`config.mk`:
```
export PLATFORM = sky130hd
export DESIGN_NAME = mux_sel_scanner
export DESIGN_NICKNAME = d
export VERILOG_FILES = /design/src/rtl/mux_sel_scanner.sv
export SDC_FILE = /design/constraint.sdc
export NUM_CORES = 1
export LEC_CHECK = 0
export ABC_CLOCK_PERIOD_IN_PS = 1700
export BUFFER_PORTS_ARGS = -buffer_cell sky130_fd_sc_hd__buf_2
export CORE_MARGIN = 2
export CORE_UTILIZATION = 45
export CTS_BUF_LIST = sky130_fd_sc_hd__clkbuf_4 sky130_fd_sc_hd__clkbuf_8
export CTS_CLUSTER_SIZE = 28
export DETAILED_ROUTE_END_ITERATION = 8
export PLACE_DENSITY = 0.67
export SETUP_SLACK_MARGIN = 0.3
export SLEW_MARGIN = 25
export SYNTH_ARGS = -nofsm -noshare
export SYNTH_HDL_FRONTEND = slang
export SYNTH_SLANG_ARGS = --single-unit
export TNS_END_PERCENT = 100
```
`constraint.sdc`:
```
create_clock -name clk -period 1.7 [get_ports clk]
set_input_delay 0.17 -clock clk [delete_from_list [all_inputs] [get_ports clk]]
set_output_delay 0.17 -clock clk [all_outputs]
set_load 0.02 [all_outputs]
```
`src/rtl/mux_sel_scanner.sv`:
```
// mux_sel_scanner: steps the select of a 4-to-1 selector stage through every
// channel, holds each select value for DWELL cycles, samples the selector
// output at the end of each hold and publishes the assembled snapshot with a
// one-cycle valid pulse and a changed-since-last-snapshot flag.
module mux_sel_scanner #(
   parameter int NR_CH = 4,
   parameter int SEL_W = 2,
   parameter int DWELL = 2
) (
   input  logic             clk,
   input  logic             rst,
   input  logic             start,
   input  logic             cont,
   output logic [SEL_W-1:0] sel,
   input  logic             y_in,
   output logic             busy,
   output logic [NR_CH-1:0] snap,
   output logic             snap_valid,
   output logic             chg
);

   localparam int               CNT_W    = $clog2(DWELL) + 1;
   localparam logic [CNT_W-1:0] CNT_LAST = CNT_W'(DWELL - 1);
   localparam logic [SEL_W-1:0] SEL_LAST = SEL_W'(NR_CH - 1);

   typedef enum logic [1:0] {
      IDLE = 2'd0,
      SCAN = 2'd1,
      DONE = 2'd2
   } state_t;

   state_t           state_q, state_d;
   logic [SEL_W-1:0] sel_q, sel_d;
   logic [CNT_W-1:0] cnt_q, cnt_d;
   logic [NR_CH-1:0] shadow_q, shadow_d;
   logic [NR_CH-1:0] snap_q, snap_d;
   logic             snap_valid_q, snap_valid_d;
   logic             chg_q, chg_d;
   logic             busy_q, busy_d;

   // Next-state logic: dwell counting, channel stepping, snapshot assembly.
   always_comb begin
      // NOTE: every signal gets a default before the case so no path leaves it
      // unassigned; otherwise synthesis infers a latch to hold the old value.
      state_d      = state_q;
      sel_d        = sel_q;
      cnt_d        = cnt_q;
      shadow_d     = shadow_q;
      snap_d       = snap_q;
      snap_valid_d = 1'b0;
      chg_d        = 1'b0;

      case (state_q)
         IDLE: begin
            sel_d = '0;
            cnt_d = '0;
            if (start || cont) begin
               state_d = SCAN;
            end
         end

         SCAN: begin
            if (cnt_q == CNT_LAST) begin
               // End of the hold: capture this channel and move on.
               cnt_d           = '0;
               shadow_d[sel_q] = y_in;
               if (sel_q < SEL_LAST) begin
                  sel_d = sel_q + 1'b1;
               end else begin
                  // Last channel goes straight into the snapshot, bypassing shadow.
                  state_d      = DONE;
                  snap_d       = {y_in, shadow_q[NR_CH-2:0]};
                  chg_d        = (snap_d != snap_q);
                  snap_valid_d = 1'b1;
               end
            end else begin
               cnt_d = cnt_q + 1'b1;
            end
         end

         DONE: begin
            // Single cycle: snap_valid/chg fall back to 0 via the defaults.
            sel_d   = '0;
            cnt_d   = '0;
            state_d = cont ? SCAN : IDLE;
         end

         default: begin
            state_d = IDLE;
            sel_d   = '0;
            cnt_d   = '0;
         end
      endcase

      busy_d = (state_d != IDLE);
   end

   // State and registered outputs; rst clears everything without a clock.
   always_ff @(posedge clk or posedge rst) begin
      if (rst) begin
         // NOTE: shadow and snap are ordinary registers that must read 0 after
         // reset, so they sit in the reset branch like the control state.
         state_q      <= IDLE;
         sel_q        <= '0;
         cnt_q        <= '0;
         shadow_q     <= '0;
         snap_q       <= '0;
         snap_valid_q <= 1'b0;
         chg_q        <= 1'b0;
         busy_q       <= 1'b0;
      end else begin
         // NOTE: non-blocking assignments so every flop samples the pre-edge
         // values, independent of statement order.
         state_q      <= state_d;
         sel_q        <= sel_d;
         cnt_q        <= cnt_d;
         shadow_q     <= shadow_d;
         snap_q       <= snap_d;
         snap_valid_q <= snap_valid_d;
         chg_q        <= chg_d;
         busy_q       <= busy_d;
      end
   end

   assign sel        = sel_q;
   assign busy       = busy_q;
   assign snap       = snap_q;
   assign snap_valid = snap_valid_q;
   assign chg        = chg_q;

endmodule
```
# Yosys cells after proc, flatten, opt, wreduce, memory -nomap -nowiden
# Cells that the tools add are included.
dict set report word_totals {
  regBits 17
  latchBits 0
  mem_bits_rw 0
  romBits 0
  input_bits 5
  output_inout_bits 9
  word_cells 46
  n_memories 0
}
dict set report classes {
  addsub 2
  mul 0
  n_div 0
  order_cmp 3
  eq_ne 6
  shift 0
  muxes 19
  bitwise_logic 1
  reduce_logical 7
}
# operator n
set op_table {}
lappend op_table {{$mux W2} 8}
lappend op_table {{$mux W1} 8}
lappend op_table {{$pmux W2 S3} 1}
lappend op_table {{$add A2 B1 Y2 const B} 2}
lappend op_table {{$bwmux W4} 1}
lappend op_table {{$eq A2 B1 Y1 const B} 2}
lappend op_table {{$ne A2 B2 Y1 const B} 2}
lappend op_table {{$ne A4 B4 Y1} 1}
lappend op_table {{$reduce_and A2 Y1} 2}
lappend op_table {{$lt A2 B3 Y1 const B} 1}
lappend op_table {{$reduce_and A3 Y1} 1}
lappend op_table {{$demux W1 S2} 1}
lappend op_table {{$eq A2 B2 Y1 const B} 1}
lappend op_table {{$ge A2 B1 Y1 const B} 1}
lappend op_table {{$logic_not A2 Y1} 1}
lappend op_table {{$lt A2 B2 Y1 const B} 1}
lappend op_table {{$reduce_bool A2 Y1} 1}
lappend op_table {{$logic_and A1 B1 Y1} 1}
lappend op_table {{$logic_or A1 B1 Y1} 1}
lappend op_table {{$not A1 Y1} 1}

# Longest topological paths before layout
# Gate-level depths: netlist (run 1).
dict set report logic_depth {
  depth_word 5
  mapped_depth 4
  mapped_depth_nobuf 4
}

# Least setup slack after synthesis (run 1)
# No wires, ideal clock.
dict set report synth_path {
  path_kind {flip-flop to flip-flop}
  from {register sel_q[0], in the netlist sel[0]}
  to {register sel_q[1], in the netlist sel[1]}
  setup_ns 0.119
  arrival_ns 1.362
  required_ns 1.581
  path_slack_ns 0.219
  stages_incl_launch_ff 5
  n_path_buf 0
  period_less_slack_ns 1.481
  path_cell_list {dfrtp_1 -> ha_1 -> nor3b_1 -> mux2i_1 -> nor2_1}
}
dict set report synth_via {
  elab_chain_len 4
  word_cells_on_any_way 7
  cone_classes {add/sub (1); order compare (1); eq/ne (1); mux (3); reduce/logical (1)}
}
# element line_no
set synth_rtl {}
lappend synth_rtl {{start: declaration} 33} ;# logic [SEL_W-1:0] sel_q, sel_d;
lappend synth_rtl {{start signal: assignment} 115} ;# sel_q <= sel_d;
lappend synth_rtl {{$add A2 B1 Y2} 68} ;# sel_d = sel_q + 1'b1;
lappend synth_rtl {{$mux W2} 67} ;# if (sel_q < SEL_LAST) begin
lappend synth_rtl {{$mux W2} 63} ;# if (cnt_q == CNT_LAST) begin
lappend synth_rtl {{$mux W2} 53} ;# case (state_q)
# Several ways; a longest one is shown, not always the timed one. The select of a mux whose other input is x is not followed.
# A chain may end at the register's enable or synchronous reset.

# Final worst setup path (run 1)
dict set report layout_path {
  from {register state_q[1]}
  to {register snap_q[0], in the netlist snap[0]}
}
dict set report layout_via {
  elab_chain_len 2
}
# element line_no
set layout_rtl {}
lappend layout_rtl {{start: declaration} 32} ;# state_t state_q, state_d;
lappend layout_rtl {{start signal: assignment} 114} ;# state_q <= state_d;
lappend layout_rtl {{$eq A2 B1 Y1} 53}
lappend layout_rtl {{$reduce_and A3 Y1 (no source line)} -}
lappend layout_rtl {{end signal: assignment} 118} ;# snap_q <= snap_d;
lappend layout_rtl {{end: declaration} 36} ;# logic [NR_CH-1:0] snap_q, snap_d;
# Every way passes these cells.

==> results of run 1 <==
-- stage by stage --
stage / util [%] / hold WS [ns]
after global placement: 54.4 / 0.266
final: 57.2 / 0.140
after CTS: 56.6 / 0.139
after global routing: 57.2 / 0.160
after floorplan: - / 0.0837
after detailed placement: 54.4 / 0.272
-- metal layers --
metal  GRT usage (%)  vias to the layer above  share of wire (%)
met4            10.9                        0                3.5
met1            19.1                      210                 50
li1                -                      227                  -
met5               0                        -                  0
met3            2.45                        5                3.8
met2            18.8                       11                 43
-- repair_timing --
item / CTS / global route
resized for setup: 0 / 1
hold buffers: 1 / 0
endpoints found under the hold margin: 16 / 0
buffers inserted: 0 / 1
setup endpoints to repair: 0 / 3
-- synthesized netlist by cell type, types with 2 or more instances --
cell type	instances
dfrtp_1	16
ha_1	4
inv_1	6
mux2_1	3
mux2_4	4
nand2_1	3
nor2_1	4
o22ai_1	2
xnor2_1	5
-- path summary, 6_finish.rpt --
kind	from	to	slack [ns]	cells after the start
max	state_q[1]	snap[0]	0.34	4
max reg2reg	state_q[1]	snap[0]	0.34	4
min in group asynchronous	rst	state_q[1]	0.49	3
max in group asynchronous	rst	snap[0]	0.82	3
min	cont	busy	0.14	3
min reg2reg	cnt_q[0]	cnt_q[0]	0.49	1
-- power groups by stage --
stage | combinational [mW] | clock (mW) | sequential, mW
2_1_floorplan | 0.406 | 0 | 0.749
3_3_place_gp | 0.656 | 0 | 0.660
3_5_place_dp | 0.655 | 0 | 0.668
4_1_cts | 0.662 | 0.198 | 0.660
5_1_grt | 0.730 | 0.213 | 0.679
6_report | 0.659 | 0.190 | 0.658
-- registers in the layout, indices dropped and copies added, names as in the netlist --
signal      flops
sel             2
chg             1
cnt_q           2
shadow_q        3
state_q         2
snap            4
snap_valid      1
busy            1
-- worst reg2reg max path: cells and delay by family (launching register included) --
kind	cells	cell delay, ns
AND/OR/NAND/NOR	2	0.48
buffers and inverters	1	0.08
flip-flops	1	0.40
multiplexers	1	0.29
-- cell families after synthesis --
family,after synthesis,share of synthesized area (%)
flip-flops,16,54.1
AND/OR/NAND/NOR,13,11.7
multiplexers,8,14.0
buffers and inverters,7,3.89
XOR/XNOR,5,5.92
AO/OA/AOI/OAI,4,3.55
adder cells (fa/ha/maj),4,6.77
-- final cells by class --
| cell class | instances | area share [%] |
|---|---|---|
| tap | 16 | 2.30 |
| timing repair buffer | 15 | 9.47 |
| sequential | 16 | 45.9 |
| clock buffer | 3 | 2.58 |
| multi-input combinational | 34 | 36.4 |
| inverter | 7 | 3.30 |
==> flow_summary.yaml, run 1 <==
synth:
  ys.warnings.count: 0
  synthArstFlopShare_pct: 100
  synth_top_area_share_pct: 54.1
  yosys_most_used_dff: "dfrtp_1"
  synthCells: 57
  synth_area_leaders: "dfrtp_1 54%, mux2_4 8.1%, ha_1 6.8%"
  synth_top_area_cell: "dfrtp_1"
  syn-num-nets: 66
  synth_edf_count: 0
  ys_ff_latch: 16
  syn_area_um2: 739
  synth_area_per_cell_um2: 13.0
  synth.distinct_cells: 19
  seq_area_frac_synth_pct: 54.1
clock_network:
  clk_path_buf_depth: 2
  clkLatencyLatePin_ns: 0.28
  clock_sinks: 16
  cts_tree: "done"
  path_clk_slew_ns: 0.08
  root_buffer: "clkbuf_4"
  htreeDepth: 1
  numCtsBuffers: 3
sta:
  period_share_pct: 80.3
  tns_ns: 0
  setup_viol: 0
  final_hold_viol_count: 0
  skew_ns: 0.00252
  rsz0062_at_grt: "false"
  fmax_mhz: 733
  finalMaxSlewViolations: 0
  fin_ws_ns: 0.335
  tightest_slew_ns: 0.596
  maxSlewHeadroom_pct: 60.2
  min_period_ns: 1.36
floorplanning:
  core_area_um2: 1520
  die_width_um: 44.5
  dieArea_um2: 1980
  initial_core_util_pct: 48.5
  core.rowCount: 14
  pin_count: 14
  die_h_um: 44.5
placed_design:
  place_area_um2: 830
  dp_cells: 86
  dp_hpwl_um: 814
  gp_congestion: 0.703
  place_ws_ns: 0.327
  port_buffers: 13
power_and_ir_drop:
  pwr-share-comb_pct: 43.8
  seq_power_share_pct: 43.7
  irDropWorstVdd_uv: 1030
  p_switching_mw: 0.564
  power_density_nw_per_um2: 1730
  power.clock.fraction_pct: 12.6
  power_mw: 1.51
  p_leak_nw: 0.451
  switching_share_pct: 37.5
  p_int_mw: 0.942
detailed_routing:
  via_per_inst: 4.98
  wl_per_cell_um: 12.5
  drt_iter0_drc: 4
  drt_wl_total_um: 1130
  antenna_left: 0
  via_count: 453
  drc_errors: 0
  dr.pass1.iters: 3
setup_path:
  worstSetupPathType: "flip-flop to flip-flop"
  crit_arrival_ns: 1.53
  cp-start-kind: "flip-flop"
  cpPeakStageDelay_ns: 0.40
  end_kind: "flip-flop"
  crit_fanout: 5
  path_delay_family: "simple AND/OR/NAND/NOR gates"
  crit_buf_inv: 1
  critPathSlowestCell: "dfrtp_1"
  worstPathCellList: "and4bb_4 > nand2_4 > inv_4 > mux2_4"
  cp.required_ns: 1.87
run_status:
  outcome: "completed"
finish:
  area_delta_synth_final_pct: 17.9
  final-instance-count-excl-fill: 91
  nets: 86
  fillers: 134
  multiInputGateArea_um2: 318
  layout_commonest_cell: "dfrtp_1"
  final_cell_mix: "16 x dfrtp_1, 13 x buf_2, 6 x inv_1, 5 x xnor2_1"
  drive_above_1_share_pct: 37.3
  area.sequential_um2: 400
  stdcell_area_um2: 872
  antenna_cells: 0
run:
  maxCapViolations: 0
global_route:
  grt-ovfl-total: 0
  grt_max_degree: 17
  grt_pass1_vias: 428
  grt_usage_pct: 13.8
  antenna_found_initial: 0
  grt_pass1_wl_um: 1880
worst_hold_path:
  hp-class: "input port to flip-flop"
Power figures use the tool's default switching activity.
==> inputs of run 2 (changes only) <==
--- a/config.mk
+++ b/config.mk
@@ -5,7 +5,8 @@
 export SDC_FILE = /design/constraint.sdc
 export NUM_CORES = 1
 export LEC_CHECK = 0
-export ABC_CLOCK_PERIOD_IN_PS = 1700
+export ABC_AREA = 1
+export ABC_CLOCK_PERIOD_IN_PS = 1400
 export BUFFER_PORTS_ARGS = -buffer_cell sky130_fd_sc_hd__buf_2
 export CORE_MARGIN = 2
 export CORE_UTILIZATION = 45
==> constraint.sdc (replaced) <==
create_clock -name clk -period 1.4 [get_ports clk]
set_input_delay 0.14 -clock clk [delete_from_list [all_inputs] [get_ports clk]]
set_output_delay 0.14 -clock clk [all_outputs]
set_load 0.02 [all_outputs]
==> run 2 against run 1 <==
Net effect:
- maximum frequency rose by 29%
- die area is 1.1% higher
- core utilization rose by 3.8 points
- clock power grew 62%
- first-iteration DRC count rose to 2.5 times the previous value
- clock skew is 0.00090 ns lower
- non-clock buffer count up 1
- combinational power is 53% higher
- count of clock-buffer cells in the layout grew 1
- global-route usage up 2.2 points
- register-to-register slack about the same
- critical path type unchanged
==> flow_summary.yaml, run 2 <==
finish:
  antenna_cells: 0
  final-instance-count-excl-fill: 125
  largest_reg_flops: 4
  drive_above_1_share_pct: 32.1
  area_delta_synth_final_pct: 24.2
  stdcell_area_um2: 930
  layout_commonest_cell: "nand2_1"
  final_cell_mix: "30 x nand2_1, 14 x dfrtp_1, 13 x buf_2, 11 x inv_1, 7 x o21ai_1"
  nets: 119
setup_path:
  crit_fanout: 5
  cp.depth: 5
  cpPeakStageDelay_ns: 0.46
  cp.required_ns: 1.58
  crit_arrival_ns: 1.24
  critPathSlowestCell: "dfrtp_2"
  cp-start-kind: "flip-flop"
  worstReg2RegStart: "sel[1]"
  r2r_end: "sel[1]"
  r2r.worst_path.cells: 5
  cp-startpoint: "sel[1]"
  cp-endpoint: "sel[1]"
  worstPathCellList: "ha_4 > nor2_4 > inv_2 > nor2_2 > nor2_1"
  ff2ff_setup_slack_ns: 0.34
  end_kind: "flip-flop"
  path_delay_family: "flip-flops"
  worstSetupPathType: "flip-flop to flip-flop"
  crit_buf_inv: 1
synth:
  synth_area_per_cell_um2: 8.50
  synth_common_cells: "30 x nand2_1, 16 x dfrtp_1, 11 x inv_1, 6 x nor2_1, 6 x o21ai_1"
  synth_top_area_share_pct: 53.5
  synth_edf_count: 0
  yosys_most_used_dff: "dfrtp_1"
  syn-num-nets: 97
  ys.warnings.count: 0
  synth_top_area_cell: "dfrtp_1"
  syn_area_um2: 748
  yosysMostFrequentCell: "nand2_1"
  synthCells: 88
  synth.distinct_cells: 15
  synthArstFlopShare_pct: 100
  synth_area_leaders: "dfrtp_1 54%, nand2_1 15%, ha_1 6.7%"
  ys_ff_latch: 16
  seq_area_frac_synth_pct: 53.5
global_route:
  grt_pass1_vias: 552
  grt-ovfl-total: 0
  grt_usage_pct: 16.0
  grt_max_degree: 17
  antenna_found_initial: 0
  grt_pass1_wl_um: 2250
run:
  maxCapViolations: 0
sta:
  skew_ns: 0.00162
  fin_ws_ns: 0.340
  maxSlewHeadroom_pct: 60.4
  setup_viol: 0
  finalMaxSlewViolations: 0
  rsz0062_at_grt: "true"
  tightest_slew_ns: 0.593
  fmax_mhz: 943
  tns_ns: 0
  min_period_ns: 1.06
  final_hold_viol_count: 0
  period_share_pct: 75.7
floorplanning:
  core.rowCount: 14
  die_h_um: 44.8
  initial_core_util_pct: 49.1
  pin_count: 14
  die_width_um: 44.8
  dieArea_um2: 2000
  core_area_um2: 1520
run_status:
  outcome: "completed"
clock_network:
  htreeDepth: 1
  clkLatencyLatePin_ns: 0.29
  clock_sinks: 16
  path_clk_slew_ns: 0.09
  cts_tree: "done"
  clk_path_buf_depth: 2
  numCtsBuffers: 3
  root_buffer: "clkbuf_4"
power_and_ir_drop:
  power_mw: 2.12
  irDropWorstVdd_uv: 1420
  p_leak_nw: 0.507
  power_density_nw_per_um2: 2290
detailed_routing:
  wl_per_cell_um: 10.8
  drt_iter0_drc: 10
  antenna_left: 0
  dr.pass1.iters: 4
  via_per_inst: 4.78
  drc_errors: 0
  via_count: 598
  drt_wl_total_um: 1350
placed_design:
  dp_cells: 117
  port_buffers: 13
  dp_hpwl_um: 965
  place_ws_ns: 0.305
  gp_congestion: 0.726
  place_area_um2: 848
worst_hold_path:
  hp-class: "input port to flip-flop"
==> run 2: cell type report <==
type / instances / area, um2
flip-flops and latches: 16 / 403
fillers: 147 / 594
well taps: 16 / 20.0
repair buffers: 16 / 90.1
multi-input cells: 57 / 318
inverters: 16 / 62.6
clock buffers: 4 / 36.3
==> run 2: power breakdown <==
group	switching, mW	internal (mW)	leakage [nW]
Sequential	0.160	0.653	0.196
Combinational	0.625	0.380	0.291
Clock	0.148	0.158	0.0210
Total	0.933	1.19	0.507
==> run 2: kinds of logic (layout without fill, tap and decap cells) <==
kind of cell / after synthesis / in the layout / synth area share [%]
AND/OR/NAND/NOR: 43 / 44 / 25.3
flip-flops: 16 / 16 / 53.5
buffers and inverters: 16 / 36 / 8.03
AO/OA/AOI/OAI: 8 / 8 / 5.35
adder cells (fa/ha/maj): 4 / 4 / 6.69
XOR/XNOR: 1 / 1 / 1.17
==> run 2: worst min path at each step <==
stage,from,slack [ns],cells past startpoint,endpoint
after floorplan,rst,0.05,1,busy
after CTS,y_in,0.18,3,shadow_q[1]
final,y_in,0.19,3,shadow_q[1]
after global placement,rst,0.23,2,busy
after global routing,y_in,0.22,3,shadow_q[1]
after detailed placement,rst,0.24,2,snap_valid
==> run 2: routing by layer <==
metal / GRT usage, % / vias to the layer above / wire, um
li1: - / 307 / -
met1: 18.2 / 270 / 611
met2: 27.5 / 14 / 628
met3: 2.80 / 7 / 59
met4: 10.6 / 0 / 50
met5: 0 / - / 0
==> run 2: stage by stage <==
stage / utilization, % / hold slack [ns]
global placement: 55.7 / 0.233
detailed placement: 55.7 / 0.239
floorplan: - / 0.0536
CTS: 59.5 / 0.184
global route: 61.0 / 0.217
finish: 61.0 / 0.191
==> run 2: worst min-delay path, cell delays in order <==
cell	delay [ns]
buf_2	0.09
inv_1	0.08
o21ai_1	0.13
==> run 2: what timing repair did <==
item | 4_1_cts | 5_1_grt
hold buffers | 1 | 0
gates resized for setup | 1 | 3
pin swaps | 0 | 4
endpoints found under the hold margin | 16 | 0
setup endpoints to repair | 2 | 9
gates cloned | 0 | 1
setup buffers | 1 | 1
==> inputs of run 3 (changes only) <==
--- a/config.mk
+++ b/config.mk
@@ -5,8 +5,8 @@
 export SDC_FILE = /design/constraint.sdc
 export NUM_CORES = 1
 export LEC_CHECK = 0
-export ABC_AREA = 1
-export ABC_CLOCK_PERIOD_IN_PS = 1400
+export ABC_AREA = 0
+export ABC_CLOCK_PERIOD_IN_PS = 1000
 export BUFFER_PORTS_ARGS = -buffer_cell sky130_fd_sc_hd__buf_2
 export CORE_MARGIN = 2
 export CORE_UTILIZATION = 45
==> constraint.sdc (replaced) <==
create_clock -name clk -period 1 [get_ports clk]
set_input_delay 0.1 -clock clk [delete_from_list [all_inputs] [get_ports clk]]
set_output_delay 0.1 -clock clk [all_outputs]
set_load 0.02 [all_outputs]
==> run 3 against run 2 <==
Net effect:
- the flow now finishes with violations (setup timing)
- count of clock-buffer cells in the layout unchanged
- non-clock buffer count increased by 18
- first-iteration DRC count is 90% lower
==> flow_summary.yaml, run 3 (synthesis results as in run 1) <==
run_status:
  outcome: "finished, violations left"
  violations: "setup timing"
clock_network:
  clk_path_buf_depth: 2
  numCtsBuffers: 3
  cts_tree: "done"
  root_buffer: "clkbuf_4"
  clock_sinks: 16
  htreeDepth: 1
  path_clk_slew_ns: 0.09
  clkLatencyLatePin_ns: 0.28
placed_design:
  gp_congestion: 0.777
  place_area_um2: 916
  port_buffers: 13
  dp_hpwl_um: 922
  dp_cells: 94
  place_ws_ns: -0.298
finish:
  area.sequential_um2: 403
  nets: 105
  area_delta_synth_final_pct: 61.6
  fillers: 84
  antenna_cells: 0
  stdcell_area_um2: 1190
  final_util_pct: 78.4
  largest_reg_flops: 4
  layout_commonest_cell: "buf_6"
  multiInputGateArea_um2: 402
  final_cell_mix: "17 x buf_6, 14 x dfrtp_1, 12 x buf_4, 7 x mux2_4, 5 x inv_1"
  final-instance-count-excl-fill: 111
  drive_above_1_share_pct: 65.3
global_route:
  grt_usage_pct: 16.4
  grt_max_degree: 17
  antenna_found_initial: 0
  grt-ovfl-total: 0
  grt_pass1_vias: 555
  grt_pass1_wl_um: 2320
power_and_ir_drop:
  p_leak_nw: 0.599
  power_density_nw_per_um2: 3000
  irDropWorstVdd_uv: 2170
sta:
  tightest_slew_ns: 0.272
  fin_ws_ns: -0.330
  final_hold_viol_count: 0
  skew_ns: 0.00482
  fmax_mhz: 752
  rsz0062_at_grt: "true"
  min_period_ns: 1.33
  setup_viol: 16
  maxSlewHeadroom_pct: 81.9
  period_share_pct: 133
  finalMaxSlewViolations: 0
setup_path:
  crit_fanout: 5
  cp-start-kind: "flip-flop"
  crit_arrival_ns: 1.50
  cp.required_ns: 1.17
  end_kind: "flip-flop"
  worstSetupPathType: "flip-flop to flip-flop"
detailed_routing:
  drc_errors: 0
  met3_length_um: 39
  via_per_inst: 4.80
  top_layer: "met4"
  wl_met1_um: 664
  wl_met2_um: 727
  via_count: 533
  dr.pass1.iters: 2
  wl_per_cell_um: 13.0
  antenna_left: 0
  drt_wl_total_um: 1450
  drt_iter0_drc: 1
worst_hold_path:
  hp-class: "input port to flip-flop"
floorplanning:
  die_width_um: 44.5
  initial_core_util_pct: 48.5
  dieArea_um2: 1980
  die_h_um: 44.5
  pin_count: 14
  core_area_um2: 1520
  core.rowCount: 14
run:
  maxCapViolations: 0
## run 3: power by group
| part | total [mW] | leakage [nW] | internal, mW | switching [mW] |
|---|---|---|---|---|
| combinational | 2.07 | 0.389 | 1.26 | 0.813 |
| clock | 0.367 | 0.0184 | 0.182 | 0.185 |
| sequential | 1.15 | 0.192 | 0.901 | 0.251 |
| total | 3.59 | 0.599 | 2.34 | 1.25 |
## run 3: cell type report
class	count	share of cell area (%)
clock buffer	4	2.51
inverter	7	2.41
multi-input combinational	34	33.6
sequential	16	33.7
tap	16	1.68
timing repair buffer	34	26.1
## run 3: final timing paths
kind | endpoint | cells after the start | slack, ns | from
worst max-delay path | snap[1] | 4 | -0.33 | cnt_q[1]
worst min-delay path | busy | 3 | 0.08 | cont
worst max register to register | snap[1] | 4 | -0.33 | cnt_q[1]
worst min register to register | cnt_q[0] | 2 | 0.56 | cnt_q[0]
max in group asynchronous | sel[0] | 4 | 0.45 | rst
min in group asynchronous | busy | 4 | 0.35 | rst
## run 3: critical path: stages, from the launching register on
cell and delay (ns):
dfrtp_1 0.39, and4bb_4 0.37, nand2_4 0.09, inv_4 0.08, mux2_4 0.29
## run 3: metal layers
metal	vias up	track usage, %
li1	266	-
met1	253	18.0
met2	12	31.3
met3	2	3.67
met4	0	3.64
met5	-	0
## run 3: what timing repair did
action	4_1_cts	5_1_grt
hold buffers	1	0
buffers inserted	7	5
resized for setup	22	16
cloned	0	0
endpoints found under the hold margin	16	0
pin swaps	3	6
endpoints found under the setup margin	25	25
## run 3: per-stage QoR
stage	hold slack (ns)	power (mW)	setup TNS [ns]
floorplan	0.0136	2.07	-2.23
global placement	0.113	2.46	-2.35
detailed placement	0.118	2.50	-2.47
CTS	0.0671	3.28	-3.04
global route	0.0871	3.81	-4.04
finish	0.0831	3.59	-3.44
